[src/rtl/branch_train_sequencer.sv]
// Branch predictor training sequencer: in-order queue of outstanding predictions,
// one registered training beat per resolve, single-cycle recovery after mispredict/flush.
module branch_train_sequencer #(
  parameter int unsigned DEPTH = 4,
  parameter int unsigned PCW   = 32
) (
  input  logic                     clk,
  input  logic                     reset,
  input  logic                     allocValid,
  input  logic [PCW-1:0]           allocPC,
  input  logic [2:0]               allocType,
  input  logic                     allocTaken,
  output logic                     allocReady,
  input  logic                     resolveValid,
  input  logic                     resolveTaken,
  input  logic                     flush,
  output logic                     trainValid,
  output logic [PCW-1:0]           trainPC,
  output logic [2:0]               trainType,
  output logic                     trainTaken,
  output logic                     trainMispredict,
  output logic [$clog2(DEPTH):0]   occupancy,
  output logic [15:0]              mispredictCount,
  output logic [15:0]              orphanCount
);

  localparam int unsigned AW = $clog2(DEPTH);
  localparam logic [AW:0] DepthC = (AW+1)'(DEPTH);

  typedef enum logic [1:0] {Idle, Track, Recover} stateT;

  stateT stateQ, stateD;
  logic [AW-1:0] headQ, headD, tailQ, tailD;
  logic [AW:0] countQ, countD;
  logic [15:0] misCntQ, misCntD, orphCntQ, orphCntD;
  logic trainValidQ, trainValidD, trainTakenQ, trainTakenD, trainMisQ, trainMisD;
  logic [PCW-1:0] trainPCQ, trainPCD;
  logic [2:0] trainTypeQ, trainTypeD;

  logic [PCW-1:0] pcMem [DEPTH];
  logic [2:0]     typeMem [DEPTH];
  logic           takenMem [DEPTH];

  logic allocAcc, isMis;

  // Readiness comes from registered state only, so a same-cycle pop never frees a full queue.
  assign allocReady = (stateQ != Recover) && (countQ < DepthC);
  assign allocAcc   = allocValid && allocReady;
  assign isMis      = takenMem[headQ] != resolveTaken;

  always_comb begin
    stateD      = stateQ;
    headD       = headQ;
    tailD       = tailQ;
    countD      = countQ;
    misCntD     = misCntQ;
    orphCntD    = orphCntQ;
    trainValidD = 1'b0;
    trainPCD    = trainPCQ;
    trainTypeD  = trainTypeQ;
    trainTakenD = trainTakenQ;
    trainMisD   = trainMisQ;
    if (flush) begin
      headD  = '0;
      tailD  = '0;
      countD = '0;
      stateD = Recover;
    end else begin
      if (allocAcc) begin
        tailD  = tailQ + AW'(1);
        countD = countQ + (AW+1)'(1);
      end
      case (stateQ)
        Idle: begin
          if (resolveValid && orphCntQ != 16'hFFFF) orphCntD = orphCntQ + 16'd1;
          if (allocAcc) stateD = Track;
        end
        Track: begin
          if (resolveValid) begin
            trainValidD = 1'b1;
            trainPCD    = pcMem[headQ];
            trainTypeD  = typeMem[headQ];
            trainTakenD = resolveTaken;
            trainMisD   = isMis;
            if (isMis) begin
              // Younger entries and any same-cycle alloc are wrong-path.
              headD  = '0;
              tailD  = '0;
              countD = '0;
              stateD = Recover;
              if (misCntQ != 16'hFFFF) misCntD = misCntQ + 16'd1;
            end else begin
              headD  = headQ + AW'(1);
              countD = countQ - (AW+1)'(1) + {{AW{1'b0}}, allocAcc};
              if (countD == '0) stateD = Idle;
            end
          end
        end
        Recover: begin
          stateD = Idle;
          if (resolveValid && orphCntQ != 16'hFFFF) orphCntD = orphCntQ + 16'd1;
        end
        default: stateD = Idle;
      endcase
    end
  end

  always_ff @(posedge clk) begin
    if (!reset) begin
      stateQ      <= Idle;
      headQ       <= '0;
      tailQ       <= '0;
      countQ      <= '0;
      misCntQ     <= '0;
      orphCntQ    <= '0;
      trainValidQ <= 1'b0;
      trainPCQ    <= '0;
      trainTypeQ  <= '0;
      trainTakenQ <= 1'b0;
      trainMisQ   <= 1'b0;
    end else begin
      stateQ      <= stateD;
      headQ       <= headD;
      tailQ       <= tailD;
      countQ      <= countD;
      misCntQ     <= misCntD;
      orphCntQ    <= orphCntD;
      trainValidQ <= trainValidD;
      trainPCQ    <= trainPCD;
      trainTypeQ  <= trainTypeD;
      trainTakenQ <= trainTakenD;
      trainMisQ   <= trainMisD;
    end
  end

  always_ff @(posedge clk) begin
    if (allocAcc) begin
      pcMem[tailQ]    <= allocPC;
      typeMem[tailQ]  <= allocType;
      takenMem[tailQ] <= allocTaken;
    end
  end

  assign trainValid      = trainValidQ;
  assign trainPC         = trainPCQ;
  assign trainType       = trainTypeQ;
  assign trainTaken      = trainTakenQ;
  assign trainMispredict = trainMisQ;
  assign occupancy       = countQ;
  assign mispredictCount = misCntQ;
  assign orphanCount     = orphCntQ;

endmodule

[config.mk]
export PLATFORM = sky130hd
export DESIGN_NAME = branch_train_sequencer
export DESIGN_NICKNAME = d
export VERILOG_FILES = /design/src/rtl/branch_train_sequencer.sv
export SDC_FILE = /design/constraint.sdc
export NUM_CORES = 1
export LEC_CHECK = 0
export CAP_MARGIN = 40
export CORE_ASPECT_RATIO = 1.75
export CORE_MARGIN = 2
export CORE_UTILIZATION = 25
export DETAILED_ROUTE_END_ITERATION = 8
export SYNTH_ARGS = -nofsm -noshare
export SYNTH_HDL_FRONTEND = slang
export SYNTH_SLANG_ARGS = --single-unit
[constraint.sdc]
create_clock -name clk -period 2.9 [get_ports clk]
set_input_delay 0.58 -clock clk [delete_from_list [all_inputs] [get_ports clk]]
set_output_delay 0.58 -clock clk [all_outputs]
set_load 0.02 [all_outputs]
==> flow_summary.toml, run 1 <==
[synth]
ys_seq_area_share_pct = 69.3
syn-cell-area_sq_um = 8580
ys_types = 42
synth-seq-cells = 225
synthCells = 601
synth-edff-count = 144
synth_top_area_share_pct = 50.4
synthTopCellsByArea = "edfxtp_1, dfxtp_1, mux4_2"
ys_warn_count = 0
syn_nets = 652
ys.flop_type = "edfxtp_1"
synth_area_leader_cell = "edfxtp_1"
ys_async_sr_fraction_pct = 0
avgSynthCellArea_sq_um = 14.3

[min_path]
min_path_type = "reg2reg"

[worst_setup_path]
path_cells = "mux4_2, xnor2_1, or4_1, buf_4, or3_1, a21oi_1"
crit_fanout = 6
cpMaxStageDelayCell = "or4_1"
path_class = "reg2reg"
critical_path.max_stage_delay_ns = 0.59
crit_buf_inv = 1
end_kind = "flip-flop"
required_ns = 3.34
worstSetupStartpointType = "flip-flop"
worstPathArrival_ns = 2.82
crit_family = "simple AND/OR/NAND/NOR gates"

[sta]
rsz0062_at_grt = "no"
finalSetupViolCount = 0
final_max_slew_viol_count = 0
worst_pin_slew_ns = 0.628
finalHoldViolCount = 0
max_freq_mhz = 420
period_share_pct = 82.0
hold_slack_ns = 0.460
fin_setup_tns_ns = 0
period_needed_ns = 2.38
relSlewSlack_pct = 58.0
finClkSkew_ns = 0.00954

[global_routing]
grt_max_degree = 41
grt_pass1_wl_um = 31100
grt_overflow_total = 0
antenna_found_initial = 1
track_usage_pct = 11.3
grt_pass1_vias = 5477

[clock_network]
cts_resized = 0
cts-htree-levels = 1
clkSinkCount = 225
cts_tree = "built"
ctsHoldBuffers = 0
clk-insertion-delay-late_ns = 0.51
cts_buffer_depth = 3
cts_root_buffer = "clkbuf_16"
postCtsSetupBuffers = 0
clk_pin_slew_ns = 0.06
cts_made_buffers = 23

[final_layout]
layout_common_cells = "edfxtp_1, clkdlybuf4s50_1, nand2_1"
nNetsFinal = 788
instances_no_fill = 1208
syn_to_final_growth_pct = 30.0
antenna_cells = 0
final_common_cell = "edfxtp_1"
drive_gt1_share_pct = 14.3

[routing]
routed_wirelength_um = 20000
drc = 0
wire_per_inst_um = 16.6
ant_nets = 0
drt_iter0_markers = 140
vias = 5259
drt_pass1_iterations = 4
via_per_inst = 4.35

[placed_design]
dp_hpwl_um = 13100
port_buffers = 115
place_inst = 1167
gp_congestion = 0.791

[die]
num_rows = 89
core-area_sq_um = 33700
chipWidth_um = 144
initial_core_util_pct = 25.4
die_y_um = 249
die_area_sq_um = 35900
ios = 116

[outcome]
outcome = "complete, no violations"

[job]
drv_cap = 0

[power_and_ir_drop]
ir_drop_mv = 0.291
p_leak_nw = 3.52
power_density_nw_per_um2 = 585
==> worst reg2reg max path, delay by kind of cell, from the launching register on <==
kind,cells,cell delay (ns)
and+or+nand+nor,2,0.93
muxes,1,0.55
DFF,1,0.33
xor gates and xnor gates,1,0.20
buffers and inverters,1,0.18
AOI/OAI and AO/OA,1,0.13
==> where the power goes <==
part	switching [mW]	internal, mW	total (mW)
registers	0.0203	3.47	3.49
logic	0.142	0.135	0.277
clock network	1.21	1.56	2.77
total	1.37	5.16	6.53
==> cell families (layout without fill, tap and decap cells) <==
| family | after synthesis | after routing | share of synthesized area (%) |
|---|---|---|---|
| and+or+nand+nor | 185 | 185 | 9.89 |
| buffers and inverters | 39 | 191 | 1.75 |
| xor gates and xnor gates | 20 | 20 | 2.04 |
| adders and majority gates | 9 | 9 | 1.31 |
| muxes | 44 | 44 | 10.4 |
| DFF | 225 | 225 | 69.3 |
| AOI/OAI and AO/OA | 79 | 79 | 5.31 |
==> final timing paths <==
kind	start	to	slack, ns	depth (start not counted)
hold reg to reg	trainPC[8]	trainPC[8]	0.46	2
setup reg to reg	flip-flop	mispredictCount[12]	0.52	6
setup / recovery	flip-flop	mispredictCount[12]	0.52	6
hold / removal	trainPC[8]	trainPC[8]	0.46	2
==> per-stage QoR <==
stage / util (%) / setup WS [ns] / power (mW) / cell area (sq um)
floorplan: - / 0.303 / 3.68 / 8580
global placement: 31.0 / 0.0511 / 3.83 / 10400
detailed placement: 31.0 / 0.0466 / 3.84 / 10400
CTS: 33.1 / 0.509 / 6.65 / 11200
global route: 33.1 / 0.429 / 6.79 / 11200
finish: 33.1 / 0.521 / 6.53 / 11200
==> routing by layer <==
metal	track usage [%]	part of all wire (%)
met5	0	0.050
met4	3.81	2.2
met3	2.38	5.2
met2	21.6	56
met1	12.0	37
==> registers in the layout, indices dropped and copies added, names as in the netlist, 2 cells and up, named ones only <==
signal           flops
pcMem              128
trainPC             32
mispredictCount     16
orphanCount         16
typeMem             12
takenMem             4
occupancy            3
trainType            3
headQ                2
stateQ               2
tailQ                2
==> cells in the mapped netlist (3+ instances only) <==
master / number
nand2b_1: 6
o21ai_0: 9
dfxtp_1: 81
mux2i_1: 7
nand4_1: 8
clkbuf_1: 22
or4_1: 3
edfxtp_1: 144
buf_2: 3
nor3_1: 7
nand3_1: 14
ha_1: 9
xor2_1: 11
o21a_1: 3
inv_1: 10
and4_1: 3
mux4_2: 36
nand2_1: 89
nor2_1: 30
nor4_1: 5
o2111ai_1: 4
a21oi_1: 50
or3_1: 9
and3_1: 4
buf_1: 3
and2_1: 4
xnor2_1: 9
==> final cells by class <==
type / instances / area, sq um
Multi-Input combinational cell: 337 / 2490
Sequential cell: 225 / 5950
Tap cell: 455 / 569
Inverter: 11 / 41.3
Clock buffer: 30 / 642
Clock inverter: 11 / 66.3
Fill cell: 3261 / 22600
Timing Repair Buffer: 139 / 1390
No activity file was read; power rests on OpenSTA's default activity.
==> run 2: changes to the inputs <==
==> constraint.sdc (replaced) <==
create_clock -name clk -period 2 [get_ports clk]
set_input_delay 0.4 -clock clk [delete_from_list [all_inputs] [get_ports clk]]
set_output_delay 0.4 -clock clk [all_outputs]
set_load 0.02 [all_outputs]
==> flow_summary.toml, run 2 (same netlist as run 1, synthesis figures left out) <==
[outcome]
outcome = "complete, but fails checks"
violations = "setup timing"

[sta]
finClkSkew_ns = 0.0114
max_freq_mhz = 470
relSlewSlack_pct = 64.7
worst_pin_slew_ns = 0.530
final_max_slew_viol_count = 0
period_needed_ns = 2.13
setup_ws_ns = -0.127
hold_slack_ns = 0.456
rsz0062_at_grt = "yes"
finalHoldViolCount = 0
period_share_pct = 106
finalSetupViolCount = 8

[final_layout]
final_common_cell = "edfxtp_1"
nNetsFinal = 840
largest_reg_flops = 128
n_fill_cell = 3327
antenna_cells = 0
drive_gt1_share_pct = 21.3
multi_input_area_sq_um = 2540
final_util_pct = 34.6
syn_to_final_growth_pct = 36.2
seq_area_sq_um = 5960
top_register = "pcMem"
layout_common_cells = "edfxtp_1, nand2_1, clkdlybuf4s50_1"

[global_routing]
grt_max_degree = 41
grt_pass1_wl_um = 31700
grt_use_met1_pct = 12.2
track_usage_pct = 11.6
busiest_layer = "met2"
grt_pass1_vias = 5787
grt_overflow_total = 0
use_met3_pct = 1.67
grt_util_met2_pct = 22.3
antenna_found_initial = 0

[die]
die_area_sq_um = 35900
initial_core_util_pct = 25.4
chipWidth_um = 144
core-area_sq_um = 33700
ios = 116
die_y_um = 249
num_rows = 89

[routing]
wire_per_inst_um = 16.3
drt_iter0_markers = 187
ant_nets = 0
via_per_inst = 4.35
drt_pass1_iterations = 4
drc = 0
vias = 5487
routed_wirelength_um = 20600

[worst_setup_path]
path_class = "reg2reg"
crit_buf_inv = 1
r2r_slack_ns = -0.13
crit_family = "simple AND/OR/NAND/NOR gates"
crit_fanout = 7
end_kind = "flip-flop"
path_cells = "mux4_2, xnor2_2, or4_4, buf_6, or3_1, a21oi_2"
cpMaxStageDelayCell = "mux4_2"
critical_path.max_stage_delay_ns = 0.53
worstSetupStartpointType = "flip-flop"
worstPathArrival_ns = 2.59
required_ns = 2.46

[clock_network]
cts-htree-levels = 1
clk-insertion-delay-late_ns = 0.52
cts_root_buffer = "clkbuf_16"
clkSinkCount = 225
cts_buffer_depth = 3
cts_made_buffers = 23
clk_pin_slew_ns = 0.07
cts_tree = "built"

[power_and_ir_drop]
p_total_mw = 9.49
power_density_nw_per_um2 = 812
comb_power_share_pct = 4.9
pwr-share-clk_pct = 41.9
sw_frac_of_total_pct = 21.5
p_leak_nw = 4.01
seqPwrFrac_pct = 53.2
ir_drop_mv = 0.514
p_int_mw = 7.45
p_sw_mw = 2.04

[placed_design]
gp_congestion = 0.787
port_buffers = 115
dp_hpwl_um = 14100

[job]
drv_cap = 0

[min_path]
min_path_type = "reg2reg"
run 2: layout make-up:
cell class	instances	share of cell area, %
Clock buffer	30	5.24
Clock inverter	12	0.664
Inverter	11	0.353
Multi-Input combinational cell	337	21.7
Sequential cell	225	51.0
Tap cell	455	4.87
Timing Repair Buffer	191	16.2
run 2: final timing paths:
path                                      endpoint  cells past startpoint    startpoint
worst min-delay path                  trainType[1]                      2  trainType[1]
worst max-delay path            mispredictCount[6]                      6   takenMem[3]
worst max register to register  mispredictCount[6]                      6   takenMem[3]
worst min register to register        trainType[1]                      2  trainType[1]
run 2: routing by layer:
layer  vias to the layer above  share of wire, %  routed length [um]
met5                         -                 0                   0
met4                         0               3.4                 694
met3                        35               3.7                 753
met2                       116                56               11500
met1                      2715                37                7640
li1                       2621                 -                   -
run 2: worst min-delay path, cell delays in order (launching register included):
cell and delay, ns:
dfxtp_1 0.31, nand2_1 0.05, a21oi_1 0.05
run 2: through the flow:
stage	std cells	area (sq um)	worst slack, ns	TNS, ns
after global placement	1217	11000	-0.570	-27.94
after CTS	1259	11600	-0.138	-0.671
after detailed placement	1217	11000	-0.609	-33.24
final	1261	11700	-0.127	-0.601
after floorplan	601	8600	-0.121	-0.267
after global routing	1261	11700	-0.209	-2.05
run 2: what timing repair did:
action | in CTS | in global routing
setup endpoints to repair | 34 | 22
resized for setup | 28 | 11
setup buffers | 0 | 2
pin swaps | 1 | 2
hold buffers | 0 | 0
run 2: power by group through the flow:
stage / Clock [mW] / Combinational (mW) / Sequential [mW]
finish: 3.98 / 0.461 / 5.05
global route: 4.30 / 0.504 / 5.05
CTS: 4.15 / 0.472 / 5.05
global placement: 0 / 0.462 / 5.14
detailed placement: 0 / 0.472 / 5.15
floorplan: 0 / 0.175 / 5.16
